File: src/rtl/alu_issue_ctrl.sv
// Execute-stage sequencer in front of alu_32: decodes alu_op/funct, fires one start pulse,
// waits for completion/error/timeout and holds an exception-tagged result for EX/MEM.
module alu_issue_ctrl #(
  parameter int unsigned TAG_W   = 5,
  parameter int unsigned TIMEOUT = 4
) (
  input  logic             clock,
  input  logic             reset,
  input  logic             in_valid,
  output logic             in_ready,
  input  logic [31:0]      in_a,
  input  logic [31:0]      in_b,
  input  logic [1:0]       in_alu_op,
  input  logic [5:0]       in_funct,
  input  logic [TAG_W-1:0] in_tag,
  output logic             alu_start,
  output logic [31:0]      alu_a,
  output logic [31:0]      alu_b,
  output logic [4:0]       alu_control,
  input  logic             alu_finished,
  input  logic [31:0]      alu_result,
  input  logic             alu_zero,
  input  logic             alu_cout,
  input  logic             alu_err_overflow,
  input  logic             alu_err_invalid,
  output logic             out_valid,
  input  logic             out_ready,
  output logic [31:0]      out_result,
  output logic             out_zero,
  output logic             out_cout,
  output logic             out_exc_overflow,
  output logic             out_exc_invalid,
  output logic             out_exc_timeout,
  output logic [TAG_W-1:0] out_tag
);

  typedef enum logic [2:0] {StIdle, StSetup, StFire, StWait, StDone} state_e;

  localparam logic [3:0] TimeoutCnt = 4'(TIMEOUT);
  localparam logic [4:0] CtrlInvalid = 5'h1F;

  state_e           state_q;
  logic [3:0]       cnt_q;
  logic [3:0]       cnt_next;
  logic [4:0]       ctrl_dec;
  logic             alu_done;

  assign in_ready  = (state_q == StIdle);
  assign out_valid = (state_q == StDone);
  assign cnt_next  = cnt_q + 4'd1;
  assign alu_done  = alu_finished | alu_err_overflow | alu_err_invalid;

  // Unsupported operations still go to the ALU so it raises its own invalid flag.
  always_comb begin
    ctrl_dec = CtrlInvalid;
    case (in_alu_op)
      2'b00: ctrl_dec = 5'h2;
      2'b01: ctrl_dec = 5'h6;
      2'b10: begin
        case (in_funct)
          6'b100000: ctrl_dec = 5'h2;
          6'b100001: ctrl_dec = 5'h3;
          6'b100010: ctrl_dec = 5'h6;
          6'b100100: ctrl_dec = 5'h0;
          6'b100101: ctrl_dec = 5'h1;
          6'b100111: ctrl_dec = 5'hC;
          6'b101010: ctrl_dec = 5'h7;
          default:   ctrl_dec = CtrlInvalid;
        endcase
      end
      default: ctrl_dec = CtrlInvalid;
    endcase
  end

  always_ff @(posedge clock) begin
    if (reset) begin
      state_q          <= StIdle;
      cnt_q            <= 4'd0;
      alu_start        <= 1'b0;
      alu_a            <= 32'd0;
      alu_b            <= 32'd0;
      alu_control      <= 5'd0;
      out_result       <= 32'd0;
      out_zero         <= 1'b0;
      out_cout         <= 1'b0;
      out_exc_overflow <= 1'b0;
      out_exc_invalid  <= 1'b0;
      out_exc_timeout  <= 1'b0;
      out_tag          <= '0;
    end else begin
      case (state_q)
        StIdle: begin
          alu_start <= 1'b0;
          if (in_valid) begin
            alu_a       <= in_a;
            alu_b       <= in_b;
            alu_control <= ctrl_dec;
            out_tag     <= in_tag;
            state_q     <= StSetup;
          end
        end
        StSetup: begin
          alu_start <= 1'b1;
          state_q   <= StFire;
        end
        StFire: begin
          alu_start <= 1'b0;
          cnt_q     <= 4'd0;
          state_q   <= StWait;
        end
        StWait: begin
          alu_start <= 1'b0;
          if (alu_done) begin
            out_exc_timeout <= 1'b0;
            if (alu_err_invalid) begin
              out_result       <= 32'd0;
              out_zero         <= 1'b0;
              out_cout         <= 1'b0;
              out_exc_overflow <= 1'b0;
              out_exc_invalid  <= 1'b1;
            end else begin
              // Overflow (incl. SUB, which reports it with finished low) keeps the raw result.
              out_result       <= alu_result;
              out_zero         <= alu_zero;
              out_cout         <= alu_cout;
              out_exc_overflow <= alu_err_overflow;
              out_exc_invalid  <= 1'b0;
            end
            state_q <= StDone;
          end else begin
            cnt_q <= cnt_next;
            if (cnt_next == TimeoutCnt) begin
              out_result       <= 32'd0;
              out_zero         <= 1'b0;
              out_cout         <= 1'b0;
              out_exc_overflow <= 1'b0;
              out_exc_invalid  <= 1'b0;
              out_exc_timeout  <= 1'b1;
              state_q          <= StDone;
            end
          end
        end
        StDone: begin
          alu_start <= 1'b0;
          if (out_ready) state_q <= StIdle;
        end
        default: begin
          alu_start <= 1'b0;
          state_q   <= StIdle;
        end
      endcase
    end
  end

endmodule

File: config.mk
export PLATFORM = sky130hd
export DESIGN_NAME = alu_issue_ctrl
export DESIGN_NICKNAME = d
export VERILOG_FILES = /design/src/rtl/alu_issue_ctrl.sv
export SDC_FILE = /design/constraint.sdc
export NUM_CORES = 1
export LEC_CHECK = 0
export CORE_MARGIN = 2
export CORE_UTILIZATION = 37
export DETAILED_ROUTE_END_ITERATION = 7
export PLACE_DENSITY_LB_ADDON = 0.05
export SYNTH_ARGS = -nofsm -noshare
export SYNTH_HDL_FRONTEND = slang
export SYNTH_SLANG_ARGS = --single-unit
File: constraint.sdc
create_clock -name clock -period 1.5 [get_ports clock]
set_input_delay 0.3 -clock clock [delete_from_list [all_inputs] [get_ports clock]]
set_output_delay 0.3 -clock clock [all_outputs]
set_load 0.005 [all_outputs]
==> summary.md, run 1 <==
| Metric | Value |
|---|---|
| Slowest cell on crit path | dfxtp_4 |
| Pins Over Slew Limit | 0 |
| Pre-CTS setup slack | -416 ps |
| Compound-Gate Fraction of Synth Area | between 20% and 30% |
| H-tree Lvls | 4 |
| FMAX | between 600 and 700 MHz |
| Worst min path class | in -> reg |
| Post-layout minimum cycle time | 1510 ps |
| Sequential fraction of the synthesis area | between 40% and 50% |
| Hold Fails Final Rpt | 0 |
| Num Clock Sinks | 119 |
| Post-DP HPWL | roughly 11 mm |
| CP bufs+invs | 2 |
| Clock-pin slew on the worst setup and hold paths | around 50 ps |
| Type of origin of the critical path | register |
| Crit path DAT | around 1800 ps |
| Antenna violations before repair | 0 |
| Syn Nets | about 700 |
| CTS root buf | clkbuf_16 |
| DRC viols | 0 |
| Starting Density | between 30% and 40% |
| Synth Instances | 594 |
| Final hold slack | 368 ps |
| Wirelength per Cell | about 15 um |
| Tightest Pin Transition | roughly 350 ps |
| Yosys cell types | 39 |
| CTS tree | built |
| Hold path start | reset |
| Failing checks | setup timing |
| Simple-gate share of the synthesized area | a little under a quarter |
| PortBufs | ~230 |
| Layout area overhead | 68.3% |
| Overall Power | about 8.5 mW |
| Worst reg2reg path depth | 6 |
| Fin nets | 955 |
| Final WS setup | -14.5 ps |
| Antenna-violating nets left | 0 |
| Critical path type | reg -> reg |
| Global-route wire length before repair | ~24 mm |
| Critical path's largest stage delay | about 360 ps |
| Static leakage | between 3 and 4 nW |
| Biggest fanout along the worst timing path | 5 |
| Num rows | 41 |
| Post-synthesis mux area share | less than 1% |
| CP Depth | 6 |
| Hold_buf cts | 0 |
| # IOs | 232 |
| CP Cell Sequence | buf_6 -> and3_4 -> a41oi_4 -> buf_12 -> o21ai_4 -> o221a_1 |
| Num CTS Buffers | 17 |
| Die Y | about 120 um |
| Outcome | finished, violations left |
| Antenna diodes | 0 |
| FF-to-FF setup slack | -10 ps |
| Post-synthesis xor/xnor area fraction | 0% |
| Final Skew | about 6 ps |
| Post-synth EDFFs | 0 |
| Asr flop ratio synth | 0% |
| Req. time, crit path | 1800 ps |
| Critical path origin | cnt_q[0] |
| Critical Path End | state_q[2] |
| Gp weighted congestion | 0.774 |
| Filler cells | approximately 1,200 |
| Main synth FF type | dfxtp_1 |
| Largest net degree at the start of global routing | between 50 and 60 |
| Congestion Overflow GR | 0 |
| Final design utilization | between 60 and 70% |
| RR Endpoint | state_q[2] |
| Peak VDD IR | 677 uV |
| Placeable Area | about 13,000 um2 |
| Mapped Area | 4850 um2 |
| Number of max-cap violations | 0 |
| Main combinational cell family by area after synthesis | compound AO/OA/AOI/OAI gates |
| Drt pass-1 iters | 5 |
| Initial detailed-routing violation count | 297 |
| Die width | 118 um |
| Final period utilization | 101% |
| Clock buffer depth | 2 |
| Synth Register Bits | roughly 120 |
| Global Route Usage Sum | 21.5% |
| Share of cells above drive strength 1 | between 10% and 20% |
| Worst slew margin | roughly 76% |
| Final setup vio count | 1 |
| Via/cell ratio | 5.01 |
| Worst r2r src | cnt_q[0] |
| Syn avg cell area | 8.16 um2 |
| CP Capture Type | register |
| RSZ-0062 raised after global routing | true |
| Final wirelength | 15.6 mm |
| Pwr/cell area | ~1000 nW/um2 |
| Post-synthesis adder-cell area fraction | 0.516% |
| Worst path top cell family by delay | compound AO/OA/AOI/OAI gates |
| Number of global-route vias before repair | a little under 5,000 |
| Total Die Area | ~14,000 um2 |
| Final TNS setup | -14.5 ps |
| Yosys warnings | 0 |
| Clock Latency Late Sink | 420 ps |
| Routed via count | 5,110 |
==> worst min path at each step <==
stage	endpoint	slack, ps	cells past startpoint
finish	out_exc_overflow	370	3
global placement	alu_b[23]	440	2
global route	cnt_q[1]	360	3
CTS	cnt_q[1]	340	3
detailed placement	alu_b[6]	450	2
floorplan	alu_a[0]	440	2
==> tightest hold or removal path: stages <==
cell and delay [ps]:
buf_4 120, buf_12 230, a211oi_1 70
==> synthesized netlist by cell type (all sizes together) (2+ instances only) <==
cell      n  area share (%)
inv       5            0.39
o21ai     7            0.80
o32ai     3            0.54
nor2b    38             4.9
nand2   182              14
nor3      4            0.52
a211oi    4            0.62
a21oi    82             8.5
nand3b    2            0.31
and2      2            0.26
a22oi    34             5.3
dfxtp   119              49
nor2      5            0.39
nor3b     3            0.46
and3      3            0.39
ha        2            0.52
o211ai   35             5.4
buf      18             1.9
nand3     3            0.31
clkbuf   29             2.2
==> what timing repair did <==
action,in CTS,in global routing
resized for setup,126,26
setup buffers,2,2
cloned,0,4
endpoints found under the hold margin,0,0
pin swaps,3,6
setup endpoints to repair,146,45
==> stage by stage <==
| stage | area, um2 | cells |
|---|---|---|
| floorplan | 4850 | 594 |
| global placement | 7510 | 980 |
| detailed placement | 7510 | 980 |
| CTS | 7960 | 1014 |
| global route | 8160 | 1020 |
| finish | 8160 | 1020 |
==> routing by layer <==
metal / vias up / global-route usage, % / routed length (um)
met5: - / 0 / 0
met4: 0 / 8.56 / 283
met3: 26 / 6.52 / 987
met2: 178 / 36.2 / 7660
met1: 2376 / 25.6 / 6670
li1: 2530 / - / -
==> final cells by class <==
cell class | instances | area, um2 | area share [%]
clock buffer | 22 | 464 | 5.69
clock inverter | 10 | 103 | 1.26
inverter | 5 | 18.8 | 0.230
multi-input combinational | 423 | 2320 | 28.4
sequential | 119 | 2390 | 29.4
tap | 172 | 215 | 2.64
timing repair buffer | 269 | 2640 | 32.4
==> cell families (layout without fill, tap and decap cells) <==
kind of cell	count (synthesis)	in the layout
multiplexers	1	1
adder cells (fa/ha/maj)	2	2
AND/OR/NAND/NOR	248	248
flip-flops	119	119
AO/OA/AOI/OAI	172	172
buffers and inverters	52	306
==> power by group <==
part	internal (mW)	leakage (nW)	switching [mW]
clock	2.51	0.283	1.39
sequential	3.33	0.974	0.0826
combinational	0.664	2.41	0.522
==> placed cells by master, fill, tap and decap left out, types with 3 or more instances in the layout <==
cell type,count
o21ai_0,5
clkbuf_1,3
nor2b_1,36
a21oi_1,81
a211oi_1,4
nand2_1,181
o211ai_1,35
clkbuf_16,20
buf_6,5
dlymetal6s2s_1,3
dlygate4sd2_1,112
inv_1,4
clkinv_2,7
clkdlybuf4s50_1,113
buf_12,9
dfxtp_2,4
nand3_1,3
dfxtp_1,113
nor2_1,5
buf_4,21
a22oi_1,34
nor3_1,3
==> state kept, by name (all words and copies together), names as in the netlist <==
name              count
state_q               3
alu_b                32
alu_control           5
out_exc_invalid       1
out_result           32
out_zero              1
cnt_q                 4
out_tag               5
out_exc_overflow      1
out_cout              1
alu_start             1
out_exc_timeout       1
alu_a                32
Note: power is estimated with default switching activity, not from simulation.
==> inputs of run 2 (changes only) <==
Settings changed: CORE_UTILIZATION 37 to 24.
==> summary.md, run 2 (synthesized netlist as in run 1, its figures left out) <==
| Metric | Value |
|---|---|
| CTS root buf | clkbuf_16 |
| # IOs | 232 (unchanged) |
| Final WS setup | 7.20 ps (+21.7 ps) |
| Critical path origin | cnt_q[1] |
| Pins Over Slew Limit | 0 (unchanged) |
| Commonest non-fill, non-tap cells in the layout | nand2_1 (180), clkdlybuf4s50_1 (113), dlygate4sd2_1 (112) |
| H-tree Lvls | 4 (unchanged) |
| Die Y | 146 um (+23%) |
| Non-Filler Instances | 1,117 (+9.5%) |
| Clock-pin slew on the worst setup and hold paths | 60 ps (about the same) |
| Post-layout minimum cycle time | 1490 ps (-21.7 ps) |
| Layout area overhead | 69.6% |
| Final hold slack | 200 ps (-168 ps) |
| Req. time, crit path | 1790 ps (about the same) |
| Worst min path class | in -> reg |
| Final period utilization | 99.5% (-1.4 points) |
| Pre-CTS setup slack | -425 ps (-9.33 ps) |
| Post-DP HPWL | 11.7 mm (+11%) |
| Num rows | 51 (+24%) |
| Starting Density | 24.7% (-13 points) |
| DRC viols | 0 (unchanged) |
| Global Route Usage Sum | 15.5% (-6.0 points) |
| Share of cells above drive strength 1 | 11.5% (+0.54 points) |
| Congestion Overflow GR | 0 (unchanged) |
| Largest regs | alu_a (32), alu_b (32), out_result (32) |
| PortBufs | 231 (unchanged) |
| Num CTS Buffers | 17 (unchanged) |
| Total Die Area | 21,300 um2 (+52%) |
| Crit path DAT | 1780 ps (-40 ps) |
| Placed insts | 1,082 (+10%) |
| Peak VDD IR | 727 uV (+7.3%) |
| Wirelength per Cell | 15.2 um (-0.39%) |
| RSZ-0062 raised after global routing | true |
| Final wirelength | 17.0 mm (+9.1%) |
| CP Capture Type | register |
| Antenna diodes | 0 (unchanged) |
| Clock buffer depth | 2 (unchanged) |
| Largest net degree at the start of global routing | 42 (-24%) |
| Fin nets | 960 (+0.52%) |
| Static leakage | 3.66 nW (-0.28%) |
| Number of max-cap violations | 0 (unchanged) |
| Initial detailed-routing violation count | 222 (-25%) |
| FF-to-FF setup slack | 7 ps (+20 ps) |
| Outcome | finished clean |
| Drt pass-1 iters | 4 (-1) |
| Worst r2r src | cnt_q[1] |
| Critical Path End | state_q[2] |
| Antenna-violating nets left | 0 (unchanged) |
| Final Skew | 11.7 ps (+5.68 ps) |
| Pwr/cell area | 1040 nW/um2 (-0.16%) |
| Num Clock Sinks | 119 (unchanged) |
| Tightest Pin Transition | 385 ps (+30.0 ps) |
| Number of global-route vias before repair | 4,981 (+2.1%) |
| Type of origin of the critical path | register |
| Antenna violations before repair | 0 (unchanged) |
| Hold Fails Final Rpt | 0 (unchanged) |
| Gp weighted congestion | 0.744 (-3.9%) |
| Worst slew margin | 74.4% (-1.9 points) |
| FMAX | 670 MHz (+1.5%) |
| Most common cell after layout, fill and taps aside | nand2_1 |
| Global-route wire length before repair | 26.4 mm (+8.2%) |
| CTS tree | built |
| Worst reg2reg path depth | 5 (-1) |
| Placeable Area | 19,700 um2 (+54%) |
| Routed via count | 5,099 (-0.22%) |
| Die width | 146 um (+23%) |
| Critical path type | reg -> reg |
| Via/cell ratio | 4.56 (-8.9%) |
| Biggest fanout along the worst timing path | 4 (-1) |
| Clock Latency Late Sink | 410 ps (about the same) |
| Overall Power | 8.55 mW (+0.59%) |
| RR Endpoint | state_q[2] |
| Final setup vio count | 0 (-1) |
run 2: changes by cell type in the layout (fill, tap and decap cells not counted), sizes merged:
cell / change
clkbuf: -2
buf: +7
clkinv: -1
run 2: final cells by class:
cell class              instances  area [um2]
flip-flops and latches        119        2390
well taps                     265         332
clock buffers                  22         464
clock inverters                 9         101
multi-input cells             423        2300
fillers                      2065       11400
inverters                       5        18.8
repair buffers                274        2610
run 2: worst min-delay path by stage:
| stage | startpoint | to | slack [ps] | depth (start not counted) |
|---|---|---|---|---|
| after floorplan | in_a[0] | alu_a[0] | 440 | 2 |
| after global placement | alu_a[31] | alu_a[31] | 440 | 2 |
| after detailed placement | alu_a[26] | alu_a[26] | 450 | 2 |
| after CTS | reset | out_exc_invalid | 180 | 2 |
| after global routing | reset | cnt_q[1] | 210 | 2 |
| final | reset | out_exc_invalid | 200 | 2 |
run 2: repair_timing:
| item | CTS | global route |
|---|---|---|
| endpoints found under the setup margin | 118 | 48 |
| buffers inserted | 2 | 1 |
| cloned | 0 | 1 |
| pin swaps | 3 | 5 |
| hold buffers | 0 | 0 |
| resized for setup | 129 | 19 |
run 2: through the flow:
step	instance area (um2)	TNS, ps	util (%)
finish	8220	0	41.8
global route	8220	-687	41.8
CTS	8130	0	41.3
detailed placement	7680	-22460	39.1
global placement	7680	-19330	39.1
floorplan	4850	0	-
run 2: report_power, final:
group | leakage, nW | switching (mW) | total (mW) | internal [mW]
clock network | 0.279 | 1.42 | 3.93 | 2.51
logic | 2.41 | 0.543 | 1.20 | 0.661
registers | 0.974 | 0.0815 | 3.42 | 3.34
run 2: critical path, stage by stage (launching register included):
cell	delay, ps
dfxtp_2	330
buf_4	140
and3_4	160
a41oi_4	350
o21ai_4	120
o221a_1	270
run 2: layer usage:
layer	part of all wire [%]	up-vias	routed length, um	global-route usage (%)
met4	1.1	0	195	4.56
li1	-	2533	-	-
met2	49	171	8290	26.1
met3	5.9	16	1010	4.47
met1	44	2379	7520	19.2
met5	0	-	0	0
==> inputs of run 3 (changes only) <==
Settings changed: CORE_UTILIZATION 24 to 37.
==> results of run 3 <==
No change in the layout: final DEF, timing and power equal those of run 1.
